<file path="src/rtl/altcpu_pkg.sv">
// Shared types for the altCpu program sequencer: the issued record,
// the sequencer state encoding and the default end-of-program opcode.
package altcpu_pkg;

   typedef struct packed {
      logic       mode;
      logic [7:0] instr;
      logic [7:0] a;
      logic [7:0] b;
   } rec_t;

   typedef enum logic {
      ST_IDLE = 1'b0,
      ST_RUN  = 1'b1
   } state_t;

   localparam logic [7:0] HALT_OP_DEFAULT = 8'hFF;

endpackage

</file>
<file path="src/rtl/altcpu_program_sequencer_if.sv">
// Valid/ready record stream from the sequencer towards the altCpu datapath.
interface altcpu_program_sequencer_if;

   logic       out_valid;
   logic       out_ready;
   logic [7:0] out_a;
   logic [7:0] out_b;
   logic [7:0] out_instr;
   logic       out_mode;

   modport master (
      output out_valid, out_a, out_b, out_instr, out_mode,
      input  out_ready
   );

   modport slave (
      input  out_valid, out_a, out_b, out_instr, out_mode,
      output out_ready
   );

endinterface

</file>
<file path="src/rtl/altcpu_prog_ram.sv">
// Program store: DEPTH records, one write port, one registered read port
// whose output register holds its value while re is low.
module altcpu_prog_ram
   import altcpu_pkg::*;
#(
   parameter int DEPTH = 16,
   parameter int AW    = $clog2(DEPTH)
) (
   input  logic          clk,
   input  logic          we,
   input  logic [AW-1:0] waddr,
   input  rec_t          wdata,
   input  logic          re,
   input  logic [AW-1:0] raddr,
   output rec_t          rdata
);

   rec_t mem_q [DEPTH];
   rec_t rdata_q;
   rec_t rdata_d;

   always_comb begin
      rdata_d = rdata_q;
      if (re) begin
         rdata_d = mem_q[raddr];
      end
   end

   always_ff @(posedge clk) begin
      if (we) begin
         mem_q[waddr] <= wdata;
      end
      rdata_q <= rdata_d;
   end

   assign rdata = rdata_q;

endmodule

</file>
<file path="src/rtl/altcpu_program_sequencer.sv">
// Loadable, replayable record feeder for the altCpu datapath.
//   state   | meaning
//   ST_IDLE | loading allowed; start launches a run from slot 0
//   ST_RUN  | out_* holds slot[pc]; RAM read register holds slot[pc+1]
module altcpu_program_sequencer
   import altcpu_pkg::*;
#(
   parameter int         DEPTH   = 16,
   parameter logic [7:0] HALT_OP = HALT_OP_DEFAULT
) (
   input  logic                       clk,
   input  logic                       rst,
   input  logic                       ld_en,
   input  logic [7:0]                 ld_a,
   input  logic [7:0]                 ld_b,
   input  logic [7:0]                 ld_instr,
   input  logic                       ld_mode,
   input  logic                       ld_clear,
   input  logic                       start,
   input  logic                       abort,
   altcpu_program_sequencer_if.master out_if,
   output logic                       busy,
   output logic                       done,
   output logic [$clog2(DEPTH):0]     prog_len,
   output logic                       full
);

   localparam int AW = $clog2(DEPTH);
   localparam int LW = AW + 1;

   state_t        state_q, state_d;
   logic [AW-1:0] pc_q, pc_d;
   logic [LW-1:0] prog_len_q, prog_len_d;
   rec_t          out_rec_q, out_rec_d;
   logic          done_q, done_d;
   rec_t          slot0_q, slot0_d;

   logic          ram_we;
   logic [AW-1:0] ram_waddr;
   rec_t          ram_wdata;
   logic          ram_re;
   logic [AW-1:0] ram_raddr;
   rec_t          ram_rdata;

   rec_t          ld_rec;
   logic [LW-1:0] pc_next1;
   logic          full_w;
   logic          xfer;

   assign ld_rec.mode  = ld_mode;
   assign ld_rec.instr = ld_instr;
   assign ld_rec.a     = ld_a;
   assign ld_rec.b     = ld_b;

   assign pc_next1 = {1'b0, pc_q} + LW'(1);
   assign full_w   = (prog_len_q == LW'(DEPTH));
   assign xfer     = (state_q == ST_RUN) && out_if.out_ready;

   altcpu_prog_ram #(.DEPTH(DEPTH), .AW(AW)) u_ram (
      .clk   (clk),
      .we    (ram_we),
      .waddr (ram_waddr),
      .wdata (ram_wdata),
      .re    (ram_re),
      .raddr (ram_raddr),
      .rdata (ram_rdata)
   );

   always_comb begin
      state_d    = state_q;
      pc_d       = pc_q;
      prog_len_d = prog_len_q;
      out_rec_d  = out_rec_q;
      done_d     = 1'b0;
      slot0_d    = slot0_q;
      ram_we     = 1'b0;
      ram_waddr  = prog_len_q[AW-1:0];
      ram_wdata  = ld_rec;
      ram_re     = 1'b0;
      ram_raddr  = pc_q + AW'(2);

      case (state_q)
         ST_IDLE: begin
            if (abort) begin
               state_d = ST_IDLE;
            end else if (start) begin
               // Slot 0 is shadowed so the first record and its HALT check
               // are available on the start edge, while the RAM fetches slot 1.
               if ((prog_len_q == '0) || (slot0_q.instr == HALT_OP)) begin
                  done_d = 1'b1;
               end else begin
                  state_d   = ST_RUN;
                  pc_d      = '0;
                  out_rec_d = slot0_q;
                  ram_re    = 1'b1;
                  ram_raddr = AW'(1);
               end
            end else if (ld_clear) begin
               prog_len_d = '0;
            end else if (ld_en && !full_w) begin
               ram_we     = 1'b1;
               prog_len_d = prog_len_q + LW'(1);
               if (prog_len_q == '0) begin
                  slot0_d = ld_rec;
               end
            end
         end

         ST_RUN: begin
            if (xfer) begin
               if ((pc_next1 == prog_len_q) || (ram_rdata.instr == HALT_OP)) begin
                  state_d = ST_IDLE;
                  done_d  = !abort;
               end else if (abort) begin
                  state_d = ST_IDLE;
               end else begin
                  pc_d      = pc_q + AW'(1);
                  out_rec_d = ram_rdata;
                  ram_re    = 1'b1;
                  ram_raddr = pc_q + AW'(2);
               end
            end else if (abort) begin
               state_d = ST_IDLE;
            end
         end

         default: begin
            state_d = ST_IDLE;
         end
      endcase
   end

   always_ff @(posedge clk) begin
      if (rst) begin
         state_q    <= ST_IDLE;
         pc_q       <= '0;
         prog_len_q <= '0;
         out_rec_q  <= '0;
         done_q     <= 1'b0;
      end else begin
         state_q    <= state_d;
         pc_q       <= pc_d;
         prog_len_q <= prog_len_d;
         out_rec_q  <= out_rec_d;
         done_q     <= done_d;
      end
   end

   always_ff @(posedge clk) begin
      slot0_q <= slot0_d;
   end

   assign out_if.out_valid = (state_q == ST_RUN);
   assign out_if.out_mode  = out_rec_q.mode;
   assign out_if.out_instr = out_rec_q.instr;
   assign out_if.out_a     = out_rec_q.a;
   assign out_if.out_b     = out_rec_q.b;

   assign busy     = (state_q == ST_RUN);
   assign done     = done_q;
   assign prog_len = prog_len_q;
   assign full     = full_w;

endmodule

</file>
<file path="src/flat_wrapper.sv">
// flat-port wrapper written by rule: the top's interface ports become plain ports
module altcpu_program_sequencer_flat import altcpu_pkg::*;
#(
   parameter int         DEPTH   = 16,
   parameter logic [7:0] HALT_OP = HALT_OP_DEFAULT
)
  (clk, rst, ld_en, ld_a, ld_b, ld_instr, ld_mode, ld_clear, start, abort, busy, done, prog_len, full, out_if_out_valid, out_if_out_a, out_if_out_b, out_if_out_instr, out_if_out_mode, out_if_out_ready);
  altcpu_program_sequencer_if out_if_i ();
  input  logic clk;
  input  logic rst;
  input  logic ld_en;
  input  logic [7:0] ld_a;
  input  logic [7:0] ld_b;
  input  logic [7:0] ld_instr;
  input  logic ld_mode;
  input  logic ld_clear;
  input  logic start;
  input  logic abort;
  output logic busy;
  output logic done;
  output logic [$clog2(DEPTH):0] prog_len;
  output logic full;
  output wire logic [$bits(out_if_i.out_valid)-1:0] out_if_out_valid;
  output wire logic [$bits(out_if_i.out_a)-1:0] out_if_out_a;
  output wire logic [$bits(out_if_i.out_b)-1:0] out_if_out_b;
  output wire logic [$bits(out_if_i.out_instr)-1:0] out_if_out_instr;
  output wire logic [$bits(out_if_i.out_mode)-1:0] out_if_out_mode;
  input wire logic [$bits(out_if_i.out_ready)-1:0] out_if_out_ready;
  assign out_if_out_valid = out_if_i.out_valid;
  assign out_if_out_a = out_if_i.out_a;
  assign out_if_out_b = out_if_i.out_b;
  assign out_if_out_instr = out_if_i.out_instr;
  assign out_if_out_mode = out_if_i.out_mode;
  assign out_if_i.out_ready = out_if_out_ready;
  altcpu_program_sequencer #(.DEPTH(DEPTH), .HALT_OP(HALT_OP)) u_core (.clk(clk), .rst(rst), .ld_en(ld_en), .ld_a(ld_a), .ld_b(ld_b), .ld_instr(ld_instr), .ld_mode(ld_mode), .ld_clear(ld_clear), .start(start), .abort(abort), .out_if(out_if_i), .busy(busy), .done(done), .prog_len(prog_len), .full(full));
endmodule
</file>
<file path="config.mk">
export PLATFORM = sky130hd
export DESIGN_NAME = altcpu_program_sequencer_flat
export DESIGN_NICKNAME = d
export VERILOG_FILES = /design/src/rtl/altcpu_pkg.sv /design/src/rtl/altcpu_program_sequencer_if.sv /design/src/rtl/altcpu_prog_ram.sv /design/src/rtl/altcpu_program_sequencer.sv /design/src/flat_wrapper.sv
export SDC_FILE = /design/constraint.sdc
export NUM_CORES = 1
export LEC_CHECK = 0
export CORE_MARGIN = 4
export CORE_UTILIZATION = 45
export DETAILED_ROUTE_END_ITERATION = 10
export HOLD_SLACK_MARGIN = 0.06
export PLACE_DENSITY = 0.68
export SLEW_MARGIN = 20
export SYNTH_ARGS = -nofsm -noshare
export SYNTH_HDL_FRONTEND = slang
export SYNTH_SLANG_ARGS = --single-unit
</file>
<file path="constraint.sdc">
create_clock -name clk -period 5.3 [get_ports clk]
set_input_delay 1.06 -clock clk [delete_from_list [all_inputs] [get_ports clk]]
set_output_delay 1.06 -clock clk [all_outputs]
set_load 0.05 [all_outputs]
</file>
### Word-level counts from Yosys, hierarchy flattened

Memory sizes are Yosys's and may differ from the RTL's. A register that Yosys moved wholly into a read port is not among the register bits.
Index checks and enable logic that the tools add are counted.

* div/mod/pow operators: 0
* add/sub/neg operators: 4
* $lt $le $gt $ge: 0
* multiplexer cells: 42
* equality and inequality tests: 10
* bitwise logic cells: 4
* shifts and indexed selects: 0
* $mul: 0
* reductions and logical operators: 11

Operators with widths (count)
* two-way mux 25 bit: 6
* case mux 25 bit (2 select lines): 1
* two-way mux 4 bit: 9
* two-way mux 1 bit: 19
* == test 8 bit (second input constant): 2
* case mux 4 bit (2 select lines): 2
* != test 2 bit (second input constant): 6
* AND reduction 6 bit: 2
* two-way mux 5 bit: 2
* case mux 1 bit (2 select lines): 3
* adder 4 x 1 -> 5 bit (second input constant): 1
* adder 5 x 1 -> 5 bit (second input constant): 1
* == test 5 bit: 1
* == test 5 bit (second input constant): 1
* zero test 5 bit: 1
* adder 4 x 1 -> 4 bit (second input constant): 1
* adder 4 x 2 -> 4 bit (second input constant): 1
* NOT 1 bit: 4
* AND reduction 4 bit: 1
* logical AND 1 bit: 2
* zero test 1 bit: 2
* logical OR 1 bit: 2
* nonzero test 2 bit: 1

* output and inout bits: 34
* memories kept: 1
* RAM bits: 400
* latch bits: 0
* bits in registers: 61
* logic and storage cells: 84
* input port bits: 32
* memory bits (read-only): 0

Memories
* u_core.u_ram.mem_q: depth 16, width 25, read ports 1, clocked after memory_dff 1, write ports 1, line altcpu_prog_ram.sv:18 `rec_t mem_q [DEPTH];`

### Depth between registers and ports, before layout

* depth in word-level cells: 10
* mapped depth: 10
* mapped depth without buffers: 8

### Modules after synthesis

From an unflattened synthesis, not the netlist that was laid out.

* cells, all modules: 914
* area, all modules: 18823.1 um^2

By module, submodules not included
* altcpu_prog_ram: sequential area each 12762.2 um^2, area each 15801.4 um^2, instances 1, cells each 660
* altcpu_program_sequencer: sequential area each 1471.4 um^2, area each 3021.6 um^2, instances 1, cells each 254

### Worst setup path after synthesis

No wires, ideal clock.

* path type: input port to flip-flop
* from: in start
* to: reg u_core.slot0_q[0] (netlist bit) (enable)
* buffers on the path: 1
* required time: 4862 ps
* cell stages on the path: 5
* setup time: 438 ps
* path slack: 1312 ps
* arrival time: 3550 ps
* cell sequence: nor3_1 and3b_1 clkbuf_1 nand2_1 nor3_1

* word-level cells in the longest chain between the ends: 2

RTL lines
* start, declared: line flat_wrapper.sv:17 `input logic start;`
* NOT 1 bit (no source line)
* AND reduction 6 bit (no source line)
* end signal, assigned: line altcpu_program_sequencer.sv:150 `slot0_q <= slot0_d;`
* end, declared: line altcpu_program_sequencer.sv:36 `rec_t slot0_q, slot0_d;`

Every way passes these cells.
A chain may end at the register's enable or synchronous reset.

### Worst setup path after layout

* from: reg u_core.state_q, in the netlist u_core.busy
* to: out busy

RTL lines
* start, declared: line altcpu_program_sequencer.sv:31 `state_t state_q, state_d;`
* start signal, assigned: line altcpu_program_sequencer.sv:141 `state_q <= state_d;`
* end, declared: line flat_wrapper.sv:19 `output logic busy;`

No word-level cell between the ends.

==> impl_results.md <==
- Status: completed
- Internal: 6.196 mW
- Gates resized, CTS repair: 0
- Max Slew Vio Count: 0
- Met2 wire len: 19.86 mm
- Post-synth top area share: 70.95%
- Post-Route Setup TNS: 0 ns
- Post-Place Cell Area: 20,290 µm²
- Post-layout util: 52.30%
- CTS tree: built
- Sequential share of power: 54.5%
- Rows: 75
- Flop and latch count out of synthesis: 486
- Root Buffer: clkbuf_16
- Comb pwr share: 1.9%
- EDFF count, synth: 450
- Initial antenna violation count: 1
- Synth top area cells: edfxtp_1, mux4_2, dfxtp_1
- Post-layout instance area: 21,890 µm²
- Final hold vios: 0
- Die ar.: 45,680 µm²
- Final Skew: 0.01122 ns
- Layout cells sized above 1: 21.67%
- Gp weighted congestion: 0.7902
- Crit path largest cell delay: 0.98 ns
- Netlist Area Pre-Place: 19,050 µm²
- CP cell instances: clkdlybuf4s50_1
- Req. time, crit path: 4.24 ns
- H-tree Lvls: 2
- Yosys Warn Count: 0
- Top routing layer used: met5
- CP max FO: 30
- Worst-Margin Slew: 1.068 ns
- Largest net degree at the start of global routing: 59
- DP HPWL: 23.96 mm
- All-layer global routing usage: 18.29%
- Fmax: 0.2807 GHz
- Vias/cell: 5.856
- Wire per inst: 24.32 µm
- Min Tclk post-route: 3.562 ns
- WP data arrival: 2.50 ns
- Post-synth top area cell: edfxtp_1
- Slew margin rel.: 28.82%
- Clock power share: 43.6%
- HP Class: flop to flop
- PwrDens: 352.9 nW/µm²
- Synthesis-to-layout area growth: 14.93%
- Most frequent cell after synthesis: edfxtp_1
- Syn Inst Count: 1,068
- Slowest-stage cell, CP: dfxtp_2
- Die height: 213.7 µm
- Syn avg cell area: 17.83 µm²
- Vias: 10,049
- Max_cap viols: 0
- Vias in the first global route: 10,276
- Chip width: 213.7 µm
- R2R cell count: 9
- Initial cell density of the core: 45.51%
- Leakage power: 6.689 nW
- Initial DRC Count: 937
- Clk buf depth: 3
- Most common flop cell mapped by yosys: edfxtp_1
- Synth top cells by count: edfxtp_1, mux2_2, mux4_2
- Drt pass-1 iters: 7
- WL final: 41.73 mm
- WHS Path Cells: 2
- Crit Path Class: flop to output port
- CTS buffer count: 49
- Largest delay share family, worst path: flip-flops
- Async SR Flop Fraction: 0%
- Post-CTS setup buffers: 0
- Switching Fraction: 19.78%
- Sequential area share after synthesis: 74.73%
- # diodes: 0
- CP Launch Type: flop
- Drt drc: 0
- Global-route wire length before repair: 63.22 mm
- Final #Nets: 1,175
- Syn_nets: 1,106
- Peak supply drop: 0.0003206 V
- Pwr Total: 7.724 mW
- Cell variety after synth: 53
- Psw: 1.528 mW
- M1 WL: 17.92 mm
- CP Depth: 1
- Fillers: 3,350
- I/O pins: 66
- Tcrit/Tclk final: 67.21%
- GRT overflow: 0
- Routed wl met3: 2.837 mm
- Clock transition at path regs: 0.06 ns
- Worst-Skew Late Latency: 0.56 ns
- Cts hold-fix bufs: 0
- Post-route ant nets: 0
- CP Capture Type: output port
- Final setup viols: 0
- I/O Buffers: 65
- CTS Sinks: 486
- RSZ-0062 raised after global routing: false
- Core area: 41,850 µm²
- Buf/Inv on CP: 1
worst register-to-register path: cells and delay by family (launching register included):
family / cells / cell delay [ns]
AO/OA/AOI/OAI: 3 / 0.53
XOR/XNOR: 1 / 0.10
adder cells (fa/ha/maj): 1 / 0.37
buffers and inverters: 3 / 1.12
flip-flops: 1 / 0.31
AND/OR/NAND/NOR: 1 / 0.82
path summary, 6_finish.rpt:
check                           slack [ns]              startpoint                endpoint
worst max-delay path                  1.74             u_core.busy                    busy
worst min-delay path                  0.60  u_core.out_if.out_b[7]  u_core.out_if.out_b[7]
worst min register to register        0.60  u_core.out_if.out_b[7]  u_core.out_if.out_b[7]
worst max register to register        1.75          u_core.pc_q[1]  u_core.u_ram.rdata[12]
layout by cell type (no fill, tap or decap), drive strengths merged, types with 2 or more instances in the layout:
cell type | Yosys | layout
dfxtp | 36 | 36
a22oi | 24 | 24
and3 | 2 | 2
clkbuf | 28 | 66
mux2i | 25 | 25
o31ai | 24 | 24
a211oi | 29 | 29
mux4 | 50 | 50
a31oi | 3 | 3
o21ai | 28 | 28
o22ai | 3 | 3
nor2 | 50 | 50
nand4 | 6 | 6
ha | 6 | 6
nand2 | 37 | 37
edfxtp | 450 | 450
nor3 | 34 | 34
mux2 | 51 | 51
bufinv | 0 | 3
buf | 45 | 27
o221ai | 49 | 49
clkdlybuf4s50 | 0 | 64
o21a | 2 | 2
clkinv | 0 | 15
xor2 | 6 | 6
nand2b | 3 | 3
clkinvlp | 0 | 5
xnor2 | 2 | 2
or2 | 2 | 2
a21oi | 26 | 26
nor2b | 4 | 4
inv | 29 | 31
cell type report:
class | instances | area, µm² | area share (%)
clock buffers | 66 | 1360 | 6.214
clock inverters | 25 | 221.5 | 1.012
inverters | 29 | 108.9 | 0.4973
multi-input cells | 480 | 4436 | 20.26
flip-flops and latches | 486 | 14240 | 65.06
well taps | 539 | 674.4 | 3.081
repair buffers | 91 | 848.3 | 3.876
routing by layer:
metal	global-route usage (%)	up-vias
met1	26.53	5154
met4	5.628	2
li1	-	4446
met2	28.98	375
met3	2.941	72
met5	0	-
logic make-up after synthesis:
| kind of cell | Yosys count | synth area share, % |
|---|---|---|
| AND/OR/NAND/NOR | 146 | 3.653 |
| XOR/XNOR | 8 | 0.4073 |
| multiplexers | 126 | 10.24 |
| AO/OA/AOI/OAI | 194 | 7.910 |
| buffers and inverters | 102 | 2.661 |
| adder cells (fa/ha/maj) | 6 | 0.3942 |
| flip-flops | 486 | 74.73 |
state kept, by name, indices dropped and copies added (netlist names):
name	count
u_core.out_if.out_b	8
u_core.u_ram.rdata	25
u_core.busy	1
u_core.slot0_q	25
u_core.out_if.out_a	8
u_core.out_if.out_instr	8
u_core.out_if.out_mode	1
u_core.prog_len	5
u_core.u_ram.mem_q	400
u_core.done	1
u_core.pc_q	4
power by group through the flow:
stage	combinational (mW)	sequential [mW]	clock [mW]
3_5_place_dp	0.147	4.29	0
4_1_cts	0.148	4.21	3.42
3_3_place_gp	0.142	4.29	0
5_1_grt	0.159	4.21	3.59
2_1_floorplan	0.0438	4.30	0
6_report	0.147	4.21	3.37
through the flow:
step	setup slack [ns]	cells	hold slack (ns)
after CTS	1.695	1715	0.6076
after detailed placement	1.336	1624	0.5993
after global placement	1.397	1624	0.5856
final	1.738	1716	0.6038
after global routing	1.485	1716	0.6326
after floorplan	1.312	1068	0.5639
No activity file was read; power rests on OpenSTA's default activity.
